### src/rtl/decode_imm_pipe_pkg.sv
// Opcode, CSR and immediate-format types shared by the decode-stage immediate pipe.
// Combinational helpers only; no timing or flow-control behaviour lives here.
// imm_extend produces the full 64-bit form; callers truncate to their XLEN.
package instructions_pkg;
    typedef enum logic [6:0] {
        OPC_LOAD     = 7'h03,
        OPC_MISC_MEM = 7'h0F,
        OPC_OP_IMM   = 7'h13,
        OPC_AUIPC    = 7'h17,
        OPC_STORE    = 7'h23,
        OPC_OP       = 7'h33,
        OPC_LUI      = 7'h37,
        OPC_BRANCH   = 7'h63,
        OPC_JALR     = 7'h67,
        OPC_JAL      = 7'h6F,
        OPC_SYSTEM   = 7'h73
    } opcode_t;

    typedef logic [2:0] funct3_t;
endpackage

package csr_pkg;
    typedef enum logic [2:0] {
        CSRRW  = 3'b001,
        CSRRS  = 3'b010,
        CSRRC  = 3'b011,
        CSRRWI = 3'b101,
        CSRRSI = 3'b110,
        CSRRCI = 3'b111
    } csr_funct3_t;

    // funct3 bit selecting the uimm (rs1-field) operand form
    localparam int CSR_SEL_IMM = 2;
endpackage

package imm_gen_pkg;
    localparam int XLEN_MAX    = 64;
    localparam int IMM_VALUE_W = XLEN_MAX;
    localparam int IMM_TYPE_W  = 3;

    typedef enum logic [IMM_TYPE_W-1:0] {
        IMM_NONE = 3'd0,
        IMM_I    = 3'd1,
        IMM_S    = 3'd2,
        IMM_B    = 3'd3,
        IMM_U    = 3'd4,
        IMM_J    = 3'd5,
        IMM_C    = 3'd6
    } imm_type_t;

    typedef enum logic [1:0] {
        SKID_EMPTY = 2'd0,
        SKID_ONE   = 2'd1,
        SKID_TWO   = 2'd2
    } skid_state_t;

    // Every format is a sign or zero extension, so the low XLEN bits of this
    // 64-bit result are exactly the XLEN=32 value as well.
    function automatic logic [IMM_VALUE_W-1:0] imm_extend(input logic [31:0] instr,
                                                          input imm_type_t imm_type);
        logic [IMM_VALUE_W-1:0] v;
        v = '0;
        case (imm_type)
            IMM_I: v = {{52{instr[31]}}, instr[31:20]};
            IMM_S: v = {{52{instr[31]}}, instr[31:25], instr[11:7]};
            IMM_B: v = {{51{instr[31]}}, instr[31], instr[7], instr[30:25], instr[11:8], 1'b0};
            IMM_U: v = {{32{instr[31]}}, instr[31:12], 12'b0};
            IMM_J: v = {{43{instr[31]}}, instr[31], instr[19:12], instr[20], instr[30:21], 1'b0};
            IMM_C: v = {59'b0, instr[19:15]};
            default: v = '0;
        endcase
        return v;
    endfunction
endpackage

### src/rtl/decode_imm_pipe_lane.sv
// Single-lane immediate format select and extension (DECODE_IMM_ILLEGAL_EN adds illegal flag).
// Purely combinational, zero latency; no flow control.
module decode_imm_lane
    import instructions_pkg::*;
    import csr_pkg::*;
    import imm_gen_pkg::*;
#(
    parameter int XLEN = 32
) (
    input  logic [31:0]           instr,
    input  logic                  lane_en,
    output logic [IMM_TYPE_W-1:0] imm_type,
    output logic [XLEN-1:0]       imm
`ifdef DECODE_IMM_ILLEGAL_EN
    ,
    output logic                  illegal
`endif
);

    imm_type_t sel_type;
    logic      known_op;

    always_comb begin
        sel_type = IMM_NONE;
        known_op = 1'b1;
        case (instr[6:0])
            OPC_JALR, OPC_LOAD, OPC_OP_IMM: sel_type = IMM_I;
            OPC_STORE:                      sel_type = IMM_S;
            OPC_BRANCH:                     sel_type = IMM_B;
            OPC_LUI, OPC_AUIPC:             sel_type = IMM_U;
            OPC_JAL:                        sel_type = IMM_J;
            OPC_SYSTEM:                     sel_type = instr[12+CSR_SEL_IMM] ? IMM_C : IMM_NONE;
            OPC_OP, OPC_MISC_MEM:           sel_type = IMM_NONE;
            default:                        known_op = 1'b0;
        endcase
        if (!lane_en) begin
            sel_type = IMM_NONE;
        end
    end

    assign imm_type = sel_type;
    assign imm      = XLEN'(imm_extend(instr, sel_type));

`ifdef DECODE_IMM_ILLEGAL_EN
    assign illegal = lane_en & ((instr[1:0] != 2'b11) | ~known_op);
`endif

endmodule

### src/rtl/decode_imm_pipe.sv
// Registered NUM_LANES-wide immediate decoder; optional DECODE_IMM_ILLEGAL_EN adds out_illegal.
// Latency 1 cycle from accept to out_valid; two-entry skid buffer (main + skid).
// in_ready depends only on registered state; flush empties the buffer and blocks that cycle's accept.
module decode_imm_pipe
    import imm_gen_pkg::*;
#(
    parameter int XLEN      = 32,
    parameter int NUM_LANES = 1
) (
    input  logic                            clk,
    input  logic                            rst_n,
    input  logic                            flush,
    input  logic                            in_valid,
    output logic                            in_ready,
    input  logic [32*NUM_LANES-1:0]         in_instr,
    input  logic [NUM_LANES-1:0]            in_lane_en,
    output logic                            out_valid,
    input  logic                            out_ready,
    output logic [NUM_LANES-1:0]            out_lane_en,
    output logic [IMM_TYPE_W*NUM_LANES-1:0] out_imm_type,
    output logic [XLEN*NUM_LANES-1:0]       out_imm
`ifdef DECODE_IMM_ILLEGAL_EN
    ,
    output logic [NUM_LANES-1:0]            out_illegal
`endif
);

    localparam int TW = IMM_TYPE_W * NUM_LANES;
    localparam int VW = XLEN * NUM_LANES;
`ifdef DECODE_IMM_ILLEGAL_EN
    localparam int PW = 2 * NUM_LANES + TW + VW;
`else
    localparam int PW = NUM_LANES + TW + VW;
`endif

    logic [TW-1:0]        dec_type;
    logic [VW-1:0]        dec_imm;
    logic [PW-1:0]        dec_pay;
    logic [PW-1:0]        main_q, main_d;
    logic [PW-1:0]        skid_q, skid_d;
    skid_state_t          state_q, state_d;
    logic                 accept, pop;
`ifdef DECODE_IMM_ILLEGAL_EN
    logic [NUM_LANES-1:0] dec_ill;
`endif

    for (genvar i = 0; i < NUM_LANES; i++) begin : g_lane
        decode_imm_lane #(.XLEN(XLEN)) u_lane (
            .instr    (in_instr[32*i +: 32]),
            .lane_en  (in_lane_en[i]),
            .imm_type (dec_type[IMM_TYPE_W*i +: IMM_TYPE_W]),
            .imm      (dec_imm[XLEN*i +: XLEN])
`ifdef DECODE_IMM_ILLEGAL_EN
            ,
            .illegal  (dec_ill[i])
`endif
        );
    end

    // One flat payload keeps the buffer moves identical for both builds.
`ifdef DECODE_IMM_ILLEGAL_EN
    assign dec_pay = {dec_ill, in_lane_en, dec_type, dec_imm};
    assign {out_illegal, out_lane_en, out_imm_type, out_imm} = main_q;
`else
    assign dec_pay = {in_lane_en, dec_type, dec_imm};
    assign {out_lane_en, out_imm_type, out_imm} = main_q;
`endif

    assign in_ready  = (state_q != SKID_TWO);
    assign out_valid = (state_q != SKID_EMPTY);
    assign accept    = in_valid & in_ready & ~flush;
    assign pop       = out_valid & out_ready;

    always_comb begin
        state_d = state_q;
        main_d  = main_q;
        skid_d  = skid_q;
        case (state_q)
            SKID_EMPTY: begin
                if (accept) begin
                    state_d = SKID_ONE;
                    main_d  = dec_pay;
                end
            end
            SKID_ONE: begin
                if (accept && pop) begin
                    main_d = dec_pay;
                end else if (accept) begin
                    state_d = SKID_TWO;
                    skid_d  = dec_pay;
                end else if (pop) begin
                    state_d = SKID_EMPTY;
                end
            end
            SKID_TWO: begin
                if (pop) begin
                    state_d = SKID_ONE;
                    main_d  = skid_q;
                end
            end
            default: state_d = SKID_EMPTY;
        endcase
        if (flush) begin
            state_d = SKID_EMPTY;
        end
    end

    always_ff @(posedge clk) begin
        if (!rst_n) begin
            state_q <= SKID_EMPTY;
            main_q  <= '0;
            skid_q  <= '0;
        end else begin
            state_q <= state_d;
            main_q  <= main_d;
            skid_q  <= skid_d;
        end
    end

endmodule

### config.mk
export PLATFORM = sky130hd
export DESIGN_NAME = decode_imm_pipe
export DESIGN_NICKNAME = d
export VERILOG_FILES = /design/src/rtl/decode_imm_pipe_pkg.sv /design/src/rtl/decode_imm_pipe_lane.sv /design/src/rtl/decode_imm_pipe.sv
export SDC_FILE = /design/constraint.sdc
export NUM_CORES = 1
export LEC_CHECK = 0
export ABC_AREA = 1
export CAP_MARGIN = 25
export CORE_MARGIN = 3
export CORE_UTILIZATION = 45
export CTS_CLUSTER_DIAMETER = 100
export DETAILED_ROUTE_END_ITERATION = 16
export GPL_TIMING_DRIVEN = 1
export PLACE_DENSITY_LB_ADDON = 0.08
export SLEW_MARGIN = 0
export SYNTH_ARGS = -nofsm -noshare
export SYNTH_HDL_FRONTEND = slang
export SYNTH_SLANG_ARGS = --single-unit
### constraint.sdc
create_clock -name clk -period 2.47 [get_ports clk]
set_input_delay 0.494 -clock clk [delete_from_list [all_inputs] [get_ports clk]]
set_output_delay 0.494 -clock clk [all_outputs]
set_load 0.01 [all_outputs]
==> After elaboration in Yosys (flattened, before gate mapping) <==
Index checks and enable logic that the tools add are counted.
{ "totals": {"romBits": 0, "mem_bits_rw": 0, "latchBits": 0, "n_memories": 0, "in_bits": 38, "wordCells": 56, "register_bits": 74, "out_inout_bits": 38} }
{ "op_classes": {"multipliers": 0, "magnitude_cmp": 0, "muxes": 14, "n_eq_ne": 23, "div_mod_pow": 0, "n_addsub": 0, "bitwise": 6, "reduce_logical": 10, "n_shift": 0} }
{ "op_table": {"columns": ["operator", "count"], "rows": [
  ["$pmux 32 s6", 1],
  ["$mux 36", 3],
  ["$pmux 36 s3", 1],
  ["$eq 7x7->1 const B", 4],
  ["$pmux 3 s6", 1],
  ["$eq 7x5->1 const B", 2],
  ["$eq 7x6->1 const B", 2],
  ["$mux 2", 5],
  ["$ne 2x2->1 const B", 5],
  ["$eq 3x3->1 const B", 3],
  ["$reduce_and 4->1", 2],
  ["$eq 7x2->1 const B", 1],
  ["$eq 3x2->1 const B", 2],
  ["$mux 3", 2],
  ["$pmux 2 s3", 1],
  ["$reduce_or 2->1", 2],
  ["$and 1x1->1", 3],
  ["$eq 3x1->1 const B", 1],
  ["$ne 3x3->1 const B", 1],
  ["$not 1->1", 3],
  ["$reduce_and 3->1", 1],
  ["$reduce_bool 3->1", 1],
  ["$reduce_or 3->1", 1],
  ["$eq 2x1->1 const B", 1],
  ["other kinds (4)", 4]
]} }

==> Logic depth before layout (Yosys ltp) <==
{ "depth": {"ltp_word": 8, "mapped_depth": 13, "depth_no_buf": 13} }

==> By module <==
From an unflattened synthesis, not the netlist that was laid out.
{ "hier_totals": {"hier_cells": 685, "area_unflattened_um2": 4135.2} }
{ "modules_own_cells": {"columns": ["mod", "area_each_um2", "instances", "cells_each", "seq_area_each_um2"], "rows": [
  ["decode_imm_pipe", 3464.6, 1, 555, 1481.4],
  ["decode_imm_lane", 670.6, 1, 130, 0.0]
]} }

==> Worst setup path after synthesis <==
OpenSTA, ideal clock, no wires.
{ "synth_path": {"kind": "input to register", "from": "input in_instr[1]", "to": "register main_q[31]", "n_path_buf": 1, "setup_slack_ns": 0.760, "setup_ns": 0.119, "t_required_ns": 2.351, "t_arrival_ns": 1.591, "path_stages": 11, "cell_sequence": "nand2_1 inv_1 nand3_1 nand2_1 nor2_2 nor2_8 nand3_4 buf_6 nand3b_1 nand3_1 a21oi_1"} }
{ "synth_between": {"elab_chain_len": 8, "elab_cells_between_ends": 23, "cone_classes": "eq/ne (15); mux (6); reduce/logical (2)"} }
{ "synth_rtl": {"columns": ["item", "line", "rtl"], "rows": [
  ["start: declaration", "decode_imm_pipe.sv:15", "input logic [32*NUM_LANES-1:0] in_instr,"],
  ["$eq 7x7->1 (tied with other cells)", null, null],
  ["$reduce_or 3->1 / $reduce_or 2->1 (equally long branches)", null, null],
  ["$pmux 3 s6 (*)", "decode_imm_pipe_lane.sv:26", "case (instr[6:0])"],
  ["$mux 3 (*)", "decode_imm_pipe_lane.sv:36", "if (!lane_en) begin"],
  ["$eq 3x3->1 (tied with other cells)", "decode_imm_pipe_pkg.sv:63", "case (imm_type)"],
  ["$pmux 32 s6 (*)", "decode_imm_pipe_pkg.sv:63", null],
  ["$mux 36, on equally long branches", "decode_imm_pipe.sv:86, decode_imm_pipe.sv:80", null],
  ["$pmux 36 s3 (*)", "decode_imm_pipe.sv:78", "case (state_q)"],
  ["end signal: assignment", "decode_imm_pipe.sv:115", "main_q <= main_d;"],
  ["end: declaration", "decode_imm_pipe.sv:39", "logic [PW-1:0] main_q, main_d;"]
]} }
Every way passes the cells marked *; elsewhere a longest branch is shown, timed or not. The select of a mux whose other input is x is not followed.
A chain may end at the register's enable or synchronous reset.

==> Worst setup path after layout <==
{ "layout_path": {"from": "input in_instr[5]", "to": "register main_q[26]"} }
Same word-level chain as after synthesis.

==> impl_metrics.json <==
{
  "status": "finished clean",
  "grt_usage": 0.246,
  "dpl-instance-area_um2": 4550,
  "tightest_slew_ns": 0.610,
  "num_rows": 32,
  "die_width_um": 96.3,
  "area_growth_pct": 29.2,
  "synthesis.nets": 544,
  "crit_path_top_delay_cell": "clkdlybuf4s50_1",
  "required_ns": 2.75,
  "initial_core_util": 0.470,
  "dieArea_um2": 9280,
  "worst_setup_path_end_kind": "flop",
  "power_density_nw_per_um2": 553,
  "root_buffer": "clkbuf_8",
  "layout_commonest_cell": "nand2_1",
  "path_cells": "clkdlybuf4s50_1 > nand2_1 > nor2_2 > nand2_1 > nand2_1 > nor2_2 > nor2_8 > nand3_4 > o21ai_0 > nand2_1 > a21oi_1",
  "rsz0062_at_grt": "false",
  "gr-total-overflow": 0,
  "grt_pass1_vias": 3578,
  "max-vdd-ir-drop_uv": 320,
  "syn_area_per_cell_um2": 7.25,
  "drive_gt1_frac": 0.135,
  "total_power_mw": 2.62,
  "syn_area_um2": 3670,
  "cts.path.max_buffers": 2,
  "post_cts_buffers": 0,
  "gp_congestion": 0.921,
  "stdcell_area_um2": 4740,
  "ant_nets": 0,
  "drc": 0,
  "ys_types": 30,
  "leakagePower_nw": 2.12,
  "grtUsageMet3": 0.0508,
  "grt_max_degree": 74,
  "maxCapViolCount": 0,
  "clock_latency_ns": 0.35,
  "final_core_util": 0.608,
  "num_vias": 3645,
  "setup_viol": 0,
  "die_y_um": 96.3,
  "synth_flop_cell": "dfxtp_1",
  "clock-sinks": 74,
  "nets": 620,
  "max_stage_delay_ns": 0.56,
  "grt_pass1_wl_mm": 17.7,
  "cts_buffers": 9,
  "whs_ns": 0.494,
  "async_flop_share": 0,
  "cp.arrival_ns": 2.48,
  "first_pass_iters": 4,
  "timing.final.hold_violations": 0,
  "path_class": "input pin to flop",
  "layout_common_cells": "nand2_1, o21ai_0, clkdlybuf4s50_1, dfxtp_1, a21oi_1",
  "drt_iter0_drc": 101,
  "synth_warnings": 0,
  "nFillCells": 756,
  "hpwl_mm": 7.33,
  "grtUsageMet2": 0.417,
  "critPathLaunchType": "input pin",
  "ioPinCount": 76,
  "antenna_cells": 0,
  "slew_headroom": 0.594,
  "syn_inst": 506,
  "min_path_type": "flop to flop",
  "antenna_found_initial": 0,
  "final.period_utilization": 0.888,
  "yosysSeqAreaShare": 0.404,
  "vias_per_cell": 5.29,
  "finalClockSkew_ns": 0.0111,
  "clkSlewWorstSetupHoldPaths_ns": 0.08,
  "grtUsageMet1": 0.320,
  "crit_fanout": 12,
  "ys_ff_latch": 74,
  "cp_common_cell": "nand2_1",
  "core-area_um2": 7810,
  "wl_mm": 10.8,
  "cts_resized": 0,
  "fmax_ghz": 0.456,
  "min_period_ns": 2.19,
  "slew_viol_final": 0,
  "cts_tree": "yes",
  "synth_edf_count": 0,
  "detail_route.wl_per_cell_um": 15.6,
  "htreeDepth": 3,
  "cts_hold_buffers": 0,
  "top_usage_layer": "met2",
  "portBuffers": 75
}
[metrics by stage]
stage	setup slack, ns	setup TNS, ns	cells
floorplan	0.760	0	506
global placement	-0.0447	-0.0447	673
detailed placement	-0.0319	-0.0319	673
CTS	0.340	0	689
global route	0.0800	0	689
finish	0.278	0	689
[final cells by class]
class,count,area [µm²],share of cell area
flip-flops and latches,74,1480,0.312
well taps,102,128,0.0269
multi-input cells,343,1820,0.383
clock inverters,6,65.1,0.0137
repair buffers,97,911,0.192
inverters,57,214,0.0451
clock buffers,10,128,0.0269
[final timing paths]
| kind | start | end | slack [ns] | cells past startpoint |
|---|---|---|---|---|
| hold reg to reg | skid_q[35] | main_q[35] | 0.49 | 2 |
| setup reg to reg | state_q[0] | main_q[34] | 0.73 | 9 |
| hold / removal | skid_q[35] | main_q[35] | 0.49 | 2 |
| setup / recovery | in_instr[5] | main_q[26] | 0.28 | 11 |
[report_power, final]
group	internal [mW]	switching (mW)	leakage, nW
registers	1.25	0.0300	0.603
logic	0.202	0.207	1.42
clock network	0.469	0.468	0.0966
total	1.92	0.705	2.12
[registers in the layout, summed over array words and instances, names as in the netlist]
name     count
state_q      2
main_q      36
skid_q      36
[Yosys cell counts (4+ instances only)]
cell	count	area (µm²)
buf_4	5	37.5
dfxtp_1	74	1480
buf_1	5	18.8
nand2_1	82	308
inv_1	53	199
nand3_1	17	85.1
o211ai_1	4	30.0
a21oi_2	10	87.6
a21oi_1	68	340
o21ai_2	11	96.3
nor2_1	29	109
o21bai_1	25	188
o21ai_0	75	375
inv_2	4	15.0
clkbuf_1	17	63.8
[layer usage]
metal,up-vias,wire length [µm]
met5,-,0
met4,0,116
met3,11,477
met2,88,5230
met1,1725,4930
li1,1821,-
[cells by family (layout without fill, tap and decap cells)]
group                  count (synthesis)  after routing  synth area share
buffers and inverters                 89            170             0.101
AO/OA/AOI/OAI                        194            194             0.306
flip-flops                            74             74             0.404
AND/OR/NAND/NOR                      149            149             0.189
[critical path: cells and delay by family]
kind            cells  cell delay [ns]
compound gates      2             0.52
buf+inv             1             0.56
simple gates        8             0.91
(Power assumes the default switching activity.)
